**src/rtl/ecg_finn_pkg.sv**
```systemverilog
`default_nettype none
// ============================================================================
// Module   : ecg_finn_pkg
// Purpose  : Shared types and default sizing for the ECG window feeder that
//            slices a raw ECG sample stream into (overlapping) windows for a
//            FINN inference core.
// Contents : WIN_LEN_DEF / STRIDE_DEF defaults, sample_t byte type,
//            state_t FILL/EMIT enum.
// Revision : 1.0 - initial release
// ============================================================================
package ecg_finn_pkg;

    localparam int WIN_LEN_DEF = 144;
    localparam int STRIDE_DEF  = 72;

    typedef logic [7:0] sample_t;

    typedef enum logic [0:0] {
        ST_FILL = 1'b0,
        ST_EMIT = 1'b1
    } state_t;

endpackage : ecg_finn_pkg
`default_nettype wire

```
**src/rtl/ecg_window_feeder_if.sv**
```systemverilog
`default_nettype none
// ============================================================================
// Module   : ecg_window_feeder_if
// Purpose  : Bundles the sample input stream (s_axis_0) and the window output
//            stream (m_axis_0) of the ECG window feeder.
// Modports : slave  - feeder view (consumes s_axis_0, produces m_axis_0)
//            master - environment view (produces s_axis_0, consumes m_axis_0)
// Config   : ECG_WIN_TLAST_EN adds m_axis_0_tlast to the bundle.
// Revision : 1.0 - initial release
// ============================================================================
interface ecg_window_feeder_if;
    import ecg_finn_pkg::*;

    sample_t s_axis_0_tdata;
    logic    s_axis_0_tvalid;
    logic    s_axis_0_tready;
    sample_t m_axis_0_tdata;
    logic    m_axis_0_tvalid;
    logic    m_axis_0_tready;
`ifdef ECG_WIN_TLAST_EN
    logic    m_axis_0_tlast;

    modport slave (
        input  s_axis_0_tdata, s_axis_0_tvalid, m_axis_0_tready,
        output s_axis_0_tready, m_axis_0_tdata, m_axis_0_tvalid, m_axis_0_tlast
    );
    modport master (
        output s_axis_0_tdata, s_axis_0_tvalid, m_axis_0_tready,
        input  s_axis_0_tready, m_axis_0_tdata, m_axis_0_tvalid, m_axis_0_tlast
    );
`else
    modport slave (
        input  s_axis_0_tdata, s_axis_0_tvalid, m_axis_0_tready,
        output s_axis_0_tready, m_axis_0_tdata, m_axis_0_tvalid
    );
    modport master (
        output s_axis_0_tdata, s_axis_0_tvalid, m_axis_0_tready,
        input  s_axis_0_tready, m_axis_0_tdata, m_axis_0_tvalid
    );
`endif

endinterface : ecg_window_feeder_if
`default_nettype wire

```
**src/rtl/ecg_win_ram.sv**
```systemverilog
`default_nettype none
// ============================================================================
// Module   : ecg_win_ram
// Purpose  : DEPTH x 8 circular sample buffer, one synchronous write port and
//            one asynchronous read port.
// Ports    : clk_i    - clock
//            we_i     - write enable
//            waddr_i  - write address
//            wdata_i  - write data
//            raddr_i  - read address
//            rdata_o  - read data (combinational from raddr_i)
// Revision : 1.0 - initial release
// ============================================================================
module ecg_win_ram
    import ecg_finn_pkg::*;
#(
    parameter int DEPTH = WIN_LEN_DEF,
    parameter int AW    = 8
) (
    input  wire logic          clk_i,
    input  wire logic          we_i,
    input  wire logic [AW-1:0] waddr_i,
    input  wire sample_t       wdata_i,
    input  wire logic [AW-1:0] raddr_i,
    output sample_t            rdata_o
);

    // Contents are intentionally not reset.
    sample_t mem_q [DEPTH];

    always_ff @(posedge clk_i) begin
        if (we_i) begin
            mem_q[waddr_i] <= wdata_i;
        end
    end

    assign rdata_o = mem_q[raddr_i];

endmodule : ecg_win_ram
`default_nettype wire

```
**src/rtl/ecg_window_feeder.sv**
```systemverilog
`default_nettype none
// ============================================================================
// Module   : ecg_window_feeder
// Purpose  : Collects ECG samples into a WIN_LEN-deep circular buffer and
//            emits each window oldest-first toward a FINN core. The first
//            window after reset needs WIN_LEN fresh samples, every later one
//            STRIDE fresh samples (windows overlap by WIN_LEN-STRIDE).
// Ports    : ap_clk    - clock (rising edge)
//            ap_rst    - synchronous active-high reset
//            axis      - s_axis_0 sample input / m_axis_0 window output
//            win_count - number of fully emitted windows (wraps)
// Config   : ECG_WIN_TLAST_EN - drive m_axis_0_tlast on the last byte of
//            every window.
// Revision : 1.0 - initial release
// ============================================================================
module ecg_window_feeder
    import ecg_finn_pkg::*;
#(
    parameter int WIN_LEN = WIN_LEN_DEF,
    parameter int STRIDE  = STRIDE_DEF,
    parameter int CNT_W   = 16
) (
    input  wire logic               ap_clk,
    input  wire logic               ap_rst,
    ecg_window_feeder_if.slave      axis,
    output logic [CNT_W-1:0]        win_count
);

    localparam int              PW         = (WIN_LEN > 1) ? $clog2(WIN_LEN) : 1;
    localparam int              NW         = $clog2(WIN_LEN + 1);
    localparam logic [PW-1:0]   PTR_LAST   = PW'(WIN_LEN - 1);
    localparam logic [NW-1:0]   CNT_FIRST  = NW'(WIN_LEN);
    localparam logic [NW-1:0]   CNT_LATER  = NW'(STRIDE);

    state_t             state_q;
    logic [PW-1:0]      wr_ptr_q;
    logic [PW-1:0]      rd_ptr_q;
    logic [NW-1:0]      new_cnt_q;
    logic               first_q;
    logic [CNT_W-1:0]   win_count_q;
    logic               s_tready_q;
    logic               m_tvalid_q;

    logic [PW-1:0]      wr_ptr_d;
    logic [PW-1:0]      rd_ptr_d;
    logic [PW-1:0]      last_ptr;
    logic [NW-1:0]      new_cnt_d;
    logic               s_hs;
    logic               m_hs;
    logic               fill_done;
    logic               rd_at_last;

    assign s_hs      = axis.s_axis_0_tvalid & s_tready_q;
    assign m_hs      = m_tvalid_q & axis.m_axis_0_tready;
    assign wr_ptr_d  = (wr_ptr_q == PTR_LAST) ? '0 : wr_ptr_q + 1'b1;
    assign rd_ptr_d  = (rd_ptr_q == PTR_LAST) ? '0 : rd_ptr_q + 1'b1;
    assign new_cnt_d = new_cnt_q + 1'b1;
    assign fill_done = (new_cnt_d == (first_q ? CNT_FIRST : CNT_LATER));

    // The write pointer is frozen during EMIT, so the newest sample (and thus
    // the last byte of the window) sits one slot behind it.
    assign last_ptr   = (wr_ptr_q == '0) ? PTR_LAST : wr_ptr_q - 1'b1;
    assign rd_at_last = (rd_ptr_q == last_ptr);

    ecg_win_ram #(
        .DEPTH (WIN_LEN),
        .AW    (PW)
    ) u_ram (
        .clk_i   (ap_clk),
        .we_i    (s_hs),
        .waddr_i (wr_ptr_q),
        .wdata_i (axis.s_axis_0_tdata),
        .raddr_i (rd_ptr_q),
        .rdata_o (axis.m_axis_0_tdata)
    );

    always_ff @(posedge ap_clk) begin
        if (ap_rst) begin
            state_q     <= ST_FILL;
            wr_ptr_q    <= '0;
            rd_ptr_q    <= '0;
            new_cnt_q   <= '0;
            first_q     <= 1'b1;
            win_count_q <= '0;
            s_tready_q  <= 1'b0;
            m_tvalid_q  <= 1'b0;
        end else begin
            case (state_q)
                ST_FILL: begin
                    s_tready_q <= 1'b1;
                    if (s_hs) begin
                        wr_ptr_q  <= wr_ptr_d;
                        new_cnt_q <= new_cnt_d;
                        if (fill_done) begin
                            // Oldest sample lives where the next write would go.
                            state_q    <= ST_EMIT;
                            rd_ptr_q   <= wr_ptr_d;
                            s_tready_q <= 1'b0;
                            m_tvalid_q <= 1'b1;
                        end
                    end
                end
                ST_EMIT: begin
                    if (m_hs) begin
                        rd_ptr_q <= rd_ptr_d;
                        if (rd_at_last) begin
                            state_q     <= ST_FILL;
                            m_tvalid_q  <= 1'b0;
                            s_tready_q  <= 1'b1;
                            new_cnt_q   <= '0;
                            first_q     <= 1'b0;
                            win_count_q <= win_count_q + 1'b1;
                        end
                    end
                end
                default: begin
                    state_q <= ST_FILL;
                end
            endcase
        end
    end

    assign axis.s_axis_0_tready = s_tready_q;
    assign axis.m_axis_0_tvalid = m_tvalid_q;
    assign win_count            = win_count_q;

`ifdef ECG_WIN_TLAST_EN
    assign axis.m_axis_0_tlast = m_tvalid_q & rd_at_last;
`endif

endmodule : ecg_window_feeder
`default_nettype wire

```
**src/flat_wrapper.sv**
```systemverilog
// flat-port wrapper written by rule: the top's interface ports become plain ports
module ecg_window_feeder_flat import ecg_finn_pkg::*;
#(
    parameter int WIN_LEN = WIN_LEN_DEF,
    parameter int STRIDE  = STRIDE_DEF,
    parameter int CNT_W   = 16
)
  (ap_clk, ap_rst, win_count, axis_s_axis_0_tdata, axis_s_axis_0_tvalid, axis_m_axis_0_tready, axis_s_axis_0_tready, axis_m_axis_0_tdata, axis_m_axis_0_tvalid);
  ecg_window_feeder_if axis_i ();
  input  wire logic ap_clk;
  input  wire logic ap_rst;
  output logic [CNT_W-1:0] win_count;
  input wire logic [$bits(axis_i.s_axis_0_tdata)-1:0] axis_s_axis_0_tdata;
  input wire logic [$bits(axis_i.s_axis_0_tvalid)-1:0] axis_s_axis_0_tvalid;
  input wire logic [$bits(axis_i.m_axis_0_tready)-1:0] axis_m_axis_0_tready;
  output wire logic [$bits(axis_i.s_axis_0_tready)-1:0] axis_s_axis_0_tready;
  output wire logic [$bits(axis_i.m_axis_0_tdata)-1:0] axis_m_axis_0_tdata;
  output wire logic [$bits(axis_i.m_axis_0_tvalid)-1:0] axis_m_axis_0_tvalid;
  assign axis_i.s_axis_0_tdata = axis_s_axis_0_tdata;
  assign axis_i.s_axis_0_tvalid = axis_s_axis_0_tvalid;
  assign axis_i.m_axis_0_tready = axis_m_axis_0_tready;
  assign axis_s_axis_0_tready = axis_i.s_axis_0_tready;
  assign axis_m_axis_0_tdata = axis_i.m_axis_0_tdata;
  assign axis_m_axis_0_tvalid = axis_i.m_axis_0_tvalid;
  ecg_window_feeder #(.WIN_LEN(WIN_LEN), .STRIDE(STRIDE), .CNT_W(CNT_W)) u_core (.ap_clk(ap_clk), .ap_rst(ap_rst), .axis(axis_i), .win_count(win_count));
endmodule
```
**config.mk**
```make
export PLATFORM = sky130hd
export DESIGN_NAME = ecg_window_feeder_flat
export DESIGN_NICKNAME = d
export VERILOG_FILES = /design/src/rtl/ecg_finn_pkg.sv /design/src/rtl/ecg_window_feeder_if.sv /design/src/rtl/ecg_win_ram.sv /design/src/rtl/ecg_window_feeder.sv /design/src/flat_wrapper.sv
export SDC_FILE = /design/constraint.sdc
export NUM_CORES = 1
export LEC_CHECK = 0
export CORE_MARGIN = 3
export CORE_UTILIZATION = 50
export CTS_CLUSTER_DIAMETER = 50
export CTS_CLUSTER_SIZE = 16
export DETAILED_ROUTE_END_ITERATION = 7
export GPL_TIMING_DRIVEN = 0
export PLACE_DENSITY = 0.64
export REMOVE_ABC_BUFFERS = 1
export SYNTH_ARGS = -nofsm -noshare
export SYNTH_HDL_FRONTEND = slang
export SYNTH_SLANG_ARGS = --single-unit
```
**constraint.sdc**
```tcl
create_clock -name ap_clk -period 9.6 [get_ports ap_clk]
set_input_delay 1.44 -clock ap_clk [delete_from_list [all_inputs] [get_ports ap_clk]]
set_output_delay 1.44 -clock ap_clk [all_outputs]
set_load 0.05 [all_outputs]
```
==> summary.md, run 1 <==
| Metric | Value |
|---|---|
| GPL Wtd Cong | `about 0.79` |
| Skew final | `about 0.028 ns` |
| Post-synth EDFFs | `1152` |
| WP data required | `about 8 ns` |
| Syn-to-layout area delta | `11.5%` |
| Min Hold Slack | `about 0.49 ns` |
| DRC | `0` |
| Slew Limit Fails | `0` |
| Top FF cell, synth | `edfxtp_1` |
| Overall power | `~10000 µW` |
| Antenna violations before repair | `1` |
| Die area | `between 90000 and 100000 µm²` |
| Clock Sinks | `approximately 1.2k` |
| # setup viols final | `0` |
| Synth cell types | `62` |
| Register area share after synthesis | `74.9%` |
| Critical Path End Type | `output port` |
| PwrDens | `191 nW/µm²` |
| Root Driver | `clkbuf_16` |
| Tcrit/Tclk final | `approximately 73%` |
| Delay-heaviest family, CP | `buffers and inverters` |
| Status | `complete, no violations` |
| Vias in the first global route | `between 20k and 25k` |
| Chip height | `roughly 310 µm` |
| Critical path arrival | `~5.5 ns` |
| Fmax | `~0.14 GHz` |
| HPWL Detailed | `approximately 66 mm` |
| Die width | `314 µm` |
| Drt first pass iters | `8` |
| Rel. slew slack | `between 10% and 20%` |
| Num ports | `38` |
| I/O Buffers | `37` |
| WS Path Type | `reg -> out` |
| CTS Buf Count | `~110` |
| Ys async rst share | `0%` |
| Mapped cell area | `~48000 µm²` |
| H-tree Lvls | `3` |
| First-pass GRT wire length | `roughly 160 mm` |
| RSZ-0062 raised after global routing | `false` |
| Layout net count | `about 2.5k` |
| Tmin final | `about 7 ns` |
| Via density | `between 6 and 7` |
| All-layer global routing usage | `between 20% and 30%` |
| Syn Area/Cell | `a little under 20 µm²` |
| Core area | `93700 µm²` |
| Final Hold Violating Endpoints | `0` |
| Cts hold-fix bufs | `0` |
| Hold WC Path Type | `reg -> reg` |
| Initial Utilization | `50.7%` |
| CTS tree | `built` |
| Mean routed wirelength per cell | `approximately 29 µm` |
| Worst-Skew Late Latency | `0.67 ns` |
| Worst vdd ir | `145 µV` |
| Crit path launch type | `flop` |
| GRT overflow | `0` |
| Total number of vias | `23.7k` |
| Setup bufs post-CTS | `0` |
| Register bit total from synthesis | `1204` |
| Crit path cell chain | `buf_16, buf_16, nand2_2, buf_12, o221ai_1, o22ai_1, a211oi_1, nor3_1, a211o_1, a31oi_1, clkdlybuf4s50_1` |
| Non-Filler Instances | `3784` |
| YS warnings | `0` |
| Critical Path Fanout Max | `59` |
| WL final | `108 mm` |
| Maximum capacitance violations | `0` |
| Initial DRC count | `approximately 2.9k` |
| Num rows | `between 100 and 150` |
| Crit-path slowest cell | `clkdlybuf4s50_1` |
| Largest net degree at the start of global routing | `129` |
| Clock Tree Buf Depth | `3` |
| DP Cell Count | `3592` |
| Crit-path most repeated cell | `buf_16` |
| Buf/Inv on CP | `4` |
| Crit-path max cell delay | `0.85 ns` |
| Antenna Nets Post-Route | `0` |
| Post-CTS sizing | `0` |
| Tightest Pin Transition | `between 1 and 1.5 ns` |
| Clock transition at the registers of the reported paths | `0.07 ns` |
| Synthesized instance count | `around 2.4k` |
| Leak Pwr | `0.0156 µW` |
| Layout cell share with drive strength beyond 1 | `about a fifth` |
-- layout make-up --
type	count	area (µm²)
clock inverter	67	644
clock buffer	123	2820
antenna	1	2.50
inverter	13	51.3
timing repair buffer	64	1060
fill	6836	40700
tap	1254	1570
multi-input combinational	1058	11200
sequential	1204	35600
-- logic make-up (layout without fill, tap and decap cells) --
family	count (synthesis)	after routing	share of synthesized area, %
flip-flops	1204	1204	74.9
AND/OR/NAND/NOR	400	400	3.86
multiplexers	394	394	15.7
adder cells (fa/ha/maj)	8	8	0.211
XOR/XNOR	16	16	0.326
buffers and inverters	162	267	1.48
other	0	1	0
AO/OA/AOI/OAI	240	240	3.51
-- power by group --
| part | leakage, µW | internal [µW] | switching (µW) | total [µW] |
|---|---|---|---|---|
| Clock | 0.00166 | 2310 | 1930 | 4240 |
| Sequential | 0.0108 | 5750 | 4.22 | 5750 |
| Combinational | 0.00316 | 31.3 | 127 | 159 |
-- registers in the layout, indices dropped and copies added (netlist names), named ones only --
signal / count
u_core.new_cnt_q: 8
u_core.rd_ptr_q: 8
u_core.axis.m_axis_0_tvalid: 1
u_core.u_ram.mem_q: 1152
u_core.axis.s_axis_0_tready: 1
u_core.state_q: 1
u_core.first_q: 1
u_core.wr_ptr_q: 8
u_core.win_count: 16
-- cell usage after synthesis, types with 3 or more instances --
| cell | number | area, µm² |
|---|---|---|
| nor2b_1 | 19 | 119 |
| mux4_2 | 280 | 6310 |
| clkbuf_1 | 85 | 319 |
| o31ai_1 | 14 | 105 |
| or4_1 | 12 | 90.1 |
| o221ai_1 | 48 | 420 |
| buf_2 | 35 | 175 |
| a21oi_1 | 52 | 260 |
| o21ai_0 | 14 | 70.1 |
| a31oi_1 | 14 | 87.6 |
| inv_1 | 13 | 48.8 |
| xor2_1 | 10 | 87.6 |
| buf_4 | 7 | 52.6 |
| nand2_1 | 89 | 334 |
| nor4_1 | 3 | 18.8 |
| mux2i_1 | 114 | 1140 |
| buf_6 | 3 | 33.8 |
| or3_1 | 5 | 31.3 |
| dfxtp_1 | 52 | 1040 |
| edfxtp_1 | 1152 | 34600 |
| o22ai_1 | 42 | 263 |
| nand3b_1 | 3 | 22.5 |
| a21o_1 | 4 | 30.0 |
| nand3_1 | 39 | 195 |
| a211o_1 | 7 | 61.3 |
| a211oi_1 | 21 | 158 |
| nor2_1 | 174 | 653 |
| nand2b_1 | 7 | 43.8 |
| o31a_1 | 3 | 26.3 |
| and3_1 | 8 | 50.1 |
| nor3_1 | 16 | 80.1 |
| buf_1 | 17 | 63.8 |
| ha_1 | 8 | 100 |
| o32ai_1 | 4 | 35.0 |
| nand4_1 | 9 | 56.3 |
| xnor2_1 | 5 | 43.8 |
-- worst paths after layout --
path	startpoint	slack, ns	depth (start not counted)	to
min	u_core.win_count[15]	0.49	2	u_core.win_count[15]
min reg2reg	u_core.win_count[15]	0.49	2	u_core.win_count[15]
max	flop	2.64	11	axis_m_axis_0_tdata[3]
max reg2reg	u_core.axis.s_axis_0_tready	5.66	6	u_core.rd_ptr_q[3]
-- routing by layer --
layer	GRT usage (%)	vias up	wire length (µm)	part of all wire [%]
met5	0	-	13	0.012
met4	5.58	2	2660	2.5
met3	3.61	167	7450	6.9
met2	35.1	908	52100	48
met1	32.9	12500	45700	42
li1	-	10100	-	-
-- layout by cell type, fill, tap and decap left out, types with 4 or more instances in the layout --
| cell type | instances |
|---|---|
| a211o_1 | 7 |
| a211oi_1 | 21 |
| a21o_1 | 4 |
| a21oi_1 | 52 |
| a31oi_1 | 14 |
| and3_1 | 8 |
| buf_12 | 4 |
| buf_16 | 22 |
| buf_6 | 7 |
| bufinv_16 | 6 |
| clkbuf_1 | 12 |
| clkbuf_16 | 111 |
| clkdlybuf4s50_1 | 28 |
| clkinv_1 | 5 |
| clkinv_2 | 11 |
| clkinv_4 | 5 |
| clkinvlp_4 | 15 |
| dfxtp_1 | 47 |
| edfxtp_1 | 1152 |
| ha_1 | 8 |
| inv_1 | 12 |
| inv_6 | 21 |
| mux2i_1 | 114 |
| mux4_2 | 280 |
| nand2_1 | 88 |
| nand2b_1 | 6 |
| nand3_1 | 39 |
| nand4_1 | 9 |
| nor2_1 | 174 |
| nor2b_1 | 19 |
| nor3_1 | 16 |
| o21ai_0 | 14 |
| o221ai_1 | 48 |
| o22ai_1 | 42 |
| o31ai_1 | 14 |
| o32ai_1 | 4 |
| or3_1 | 5 |
| or4_1 | 12 |
| xnor2_1 | 5 |
| xor2_1 | 10 |
-- tightest hold or removal path, cell delays in order (launching register included) --
cell and delay [ns]:
dfxtp_1 0.32, o31ai_1 0.06, a21oi_1 0.06
-- per-stage QoR --
stage | setup slack (ns) | utilization [%] | area [µm²] | TNS [ns]
after global routing | 2.50 | 56.6 | 53000 | 0
after CTS | 2.40 | 56.6 | 53000 | 0
after global placement | -14.69 | 52.1 | 48800 | -113.16
after detailed placement | 3.14 | 52.9 | 49600 | 0
after floorplan | -7.75 | - | 46900 | -58.50
final | 2.64 | 56.6 | 53000 | 0
Note: power is estimated with default switching activity, not from simulation.
==> run 2, diff against run 1 <==
==> constraint.sdc (replaced) <==
create_clock -name ap_clk -period 6.9 [get_ports ap_clk]
set_input_delay 1.035 -clock ap_clk [delete_from_list [all_inputs] [get_ports ap_clk]]
set_output_delay 1.035 -clock ap_clk [all_outputs]
set_load 0.05 [all_outputs]
==> results of run 2 <==
The final DEF is identical to that of run 1. Status: complete, no violations.
Main changes from that run: setup slack after placement 3.14 ns -> 0.840 ns; setup slack after layout 2.64 ns -> 0.340 ns; register-to-register setup slack 5.66 ns -> 2.96 ns; total power 10200 µW -> 14100 µW; worst IR drop on VDD 145 µV -> 202 µV
==> run 3, diff against run 2 <==
--- a/config.mk
+++ b/config.mk
@@ -12,7 +12,7 @@
 export DETAILED_ROUTE_END_ITERATION = 7
 export GPL_TIMING_DRIVEN = 0
 export PLACE_DENSITY = 0.64
-export REMOVE_ABC_BUFFERS = 1
+export SLEW_MARGIN = 20
 export SYNTH_ARGS = -nofsm -noshare
 export SYNTH_HDL_FRONTEND = slang
 export SYNTH_SLANG_ARGS = --single-unit
==> summary.md, run 3 (same netlist as run 1, synthesis figures left out) <==
| Metric | Value |
|---|---|
| WS Path Type | `reg -> out` |
| Commonest non-fill, non-tap cell in the layout | `edfxtp_1` |
| Via density | `6.28 (+0.37%)` |
| HPWL Detailed | `78.6 mm (+19%)` |
| Maximum capacitance violations | `0 (unchanged)` |
| WP data required | `roughly 6 ns` |
| Final Hold Violating Endpoints | `0 (unchanged)` |
| Vias in the first global route | `25.0k (+4.9%)` |
| Status | `complete, no violations` |
| Fin area | `53700 µm² (+1.2%)` |
| Die width | `314 µm (unchanged)` |
| Largest register by flop count | `u_core.u_ram.mem_q` |
| Placed Area | `49700 µm² (+0.32%)` |
| Hold WC Path Type | `reg -> reg` |
| Fillers | `6874 (+0.56%)` |
| Fmax | `0.150 GHz` |
| CTS tree | `built` |
| Clock transition at the registers of the reported paths | `0.07 ns (about the same)` |
| Antenna violations before repair | `0 (-1)` |
| Total number of vias | `24.7k (+4.3%)` |
| Num ports | `38 (unchanged)` |
| Critical path arrival | `5.62 ns (+0.10 ns)` |
| Setup TNS | `0 ns (unchanged)` |
| I/O Buffers | `36 (-2.7%)` |
| R2R cell count | `12 (+6)` |
| Tightest Pin Transition | `1.15 ns (-0.119 ns)` |
| Rel. slew slack | `23.2% (+7.8 points)` |
| First-pass GRT wire length | `175 mm (+8.1%)` |
| Die area | `98800 µm² (unchanged)` |
| Tmin final | `6.66 ns` |
| Slew Limit Fails | `0 (unchanged)` |
| CTS Buf Count | `114 (+5.6%)` |
| H-tree Lvls | `3 (unchanged)` |
| Antenna Nets Post-Route | `0 (unchanged)` |
| Core area | `93700 µm² (unchanged)` |
| WHS Path Cells | `2 (unchanged)` |
| Largest register FFs | `1152 (unchanged)` |
| Clock Sinks | `1204 (unchanged)` |
| PwrDens | `~280 nW/µm²` |
| Clock Tree Buf Depth | `3 (unchanged)` |
| All-layer global routing usage | `24.5% (+2.3 points)` |
| Post-layout util | `57.3% (+0.70 points)` |
| Worst-Skew Late Latency | `0.71 ns (+0.04 ns)` |
| Critical Path Fanout Max | `10 (-83%)` |
| Drt first pass iters | `7 (-1)` |
| Leak Pwr | `0.0161 µW (+3.0%)` |
| Post-CTS sizing | `7 (+7)` |
| Commonest non-fill, non-tap cells in the layout | `edfxtp_1 (1152), mux4_2 (280), nor2_1 (174)` |
| Layout cell share with drive strength beyond 1 | `20.8% (+0.87 points)` |
| Critical Path End Type | `output port` |
| Overall power | `about 15000 µW` |
| Skew final | `0.0281 ns (+0.000198 ns)` |
| Chip height | `314 µm (unchanged)` |
| Mapped Nets | `between 2k and 2.5k` |
| Initial DRC count | `3082 (+6.2%)` |
| Num rows | `112 (unchanged)` |
| # setup viols final | `0 (unchanged)` |
| Layout net count | `2604 (+5.5%)` |
| Initial Utilization | `50.7% (unchanged)` |
| Crit path launch type | `flop` |
| Tcrit/Tclk final | `96.5%` |
| RSZ-0062 raised after global routing | `false` |
| Root Driver | `clkbuf_16` |
| Cts hold-fix bufs | `0 (unchanged)` |
| Largest net degree at the start of global routing | `111 (-14%)` |
| Worst vdd ir | `about 250 µV` |
| Mean routed wirelength per cell | `30.3 µm (+6.2%)` |
| Setup bufs post-CTS | `0 (unchanged)` |
| GRT overflow | `0 (unchanged)` |
| WL final | `119 mm (+10%)` |
| Diode count | `0 (-1)` |
| Syn-to-layout area delta | `12.9%` |
| GPL Wtd Cong | `0.945 (+19%)` |
| DRC | `0 (unchanged)` |
## run 3: cell count changes in the layout (fill, tap and decap cells not counted), sizes merged
cell,before,now
dlymetal6s2s,0,1
diode,1,0
dlygate4sd2,0,1
bufinv,6,13
buf,35,75
clkinv,22,35
inv,37,43
clkbuf,124,212
clkdlybuf4s15,0,1
clkdlybuf4s50,28,26
clkinvlp,15,9
## run 3: area by class of cell
cell class / count / area (µm²) / share of cell area (%)
sequential: 1204 / 35600 / 66.4
buffer: 149 / 672 / 1.25
multi-input combinational: 1058 / 11200 / 20.9
timing repair buffer: 44 / 592 / 1.10
tap: 1254 / 1570 / 2.92
clock inverter: 87 / 1020 / 1.90
clock buffer: 123 / 2940 / 5.47
inverter: 13 / 48.8 / 0.0909
## run 3: worst paths after layout
path	from	endpoint	slack, ns
worst min-delay path	u_core.win_count[15]	u_core.win_count[15]	0.49
worst min register to register	u_core.win_count[15]	u_core.win_count[15]	0.49
worst max register to register	u_core.wr_ptr_q[0]	u_core.win_count[5]	2.96
worst max-delay path	flop	axis_m_axis_0_tdata[1]	0.24
## run 3: power by group
group / switching [µW] / internal (µW)
Sequential: 3.21 / 8000
Combinational: 185 / 45.2
Clock: 2910 / 3660
Total: 3100 / 11700
## run 3: metrics by stage
step / worst slack, ns / hold WS, ns / std cells
floorplan: 2.36 / 0.443 / 2424
global placement: 0.0788 / 0.464 / 3714
detailed placement: 0.409 / 0.471 / 3722
CTS: 0.00947 / 0.488 / 3932
global route: 0.0368 / 0.521 / 3932
finish: 0.242 / 0.489 / 3932
## run 3: layer usage
layer  vias up  global-route usage, %  wire [µm]
li1      10400                      -          -
met1     12900                   34.8      47900
met2      1216                   38.6      57100
met3       207                   4.90      10100
met4         0                   8.20       3990
met5         -                      0          0
## run 3: worst max-delay path, stage by stage (launching register included)
cell	delay, ns
dfxtp_1	0.31
clkbuf_1	0.44
clkbuf_1	0.67
clkbuf_1	0.78
mux4_2	0.38
mux2i_1	0.07
o22ai_1	0.32
nor3_1	0.19
a211o_1	0.33
a31oi_1	0.49
clkdlybuf4s50_1	0.93
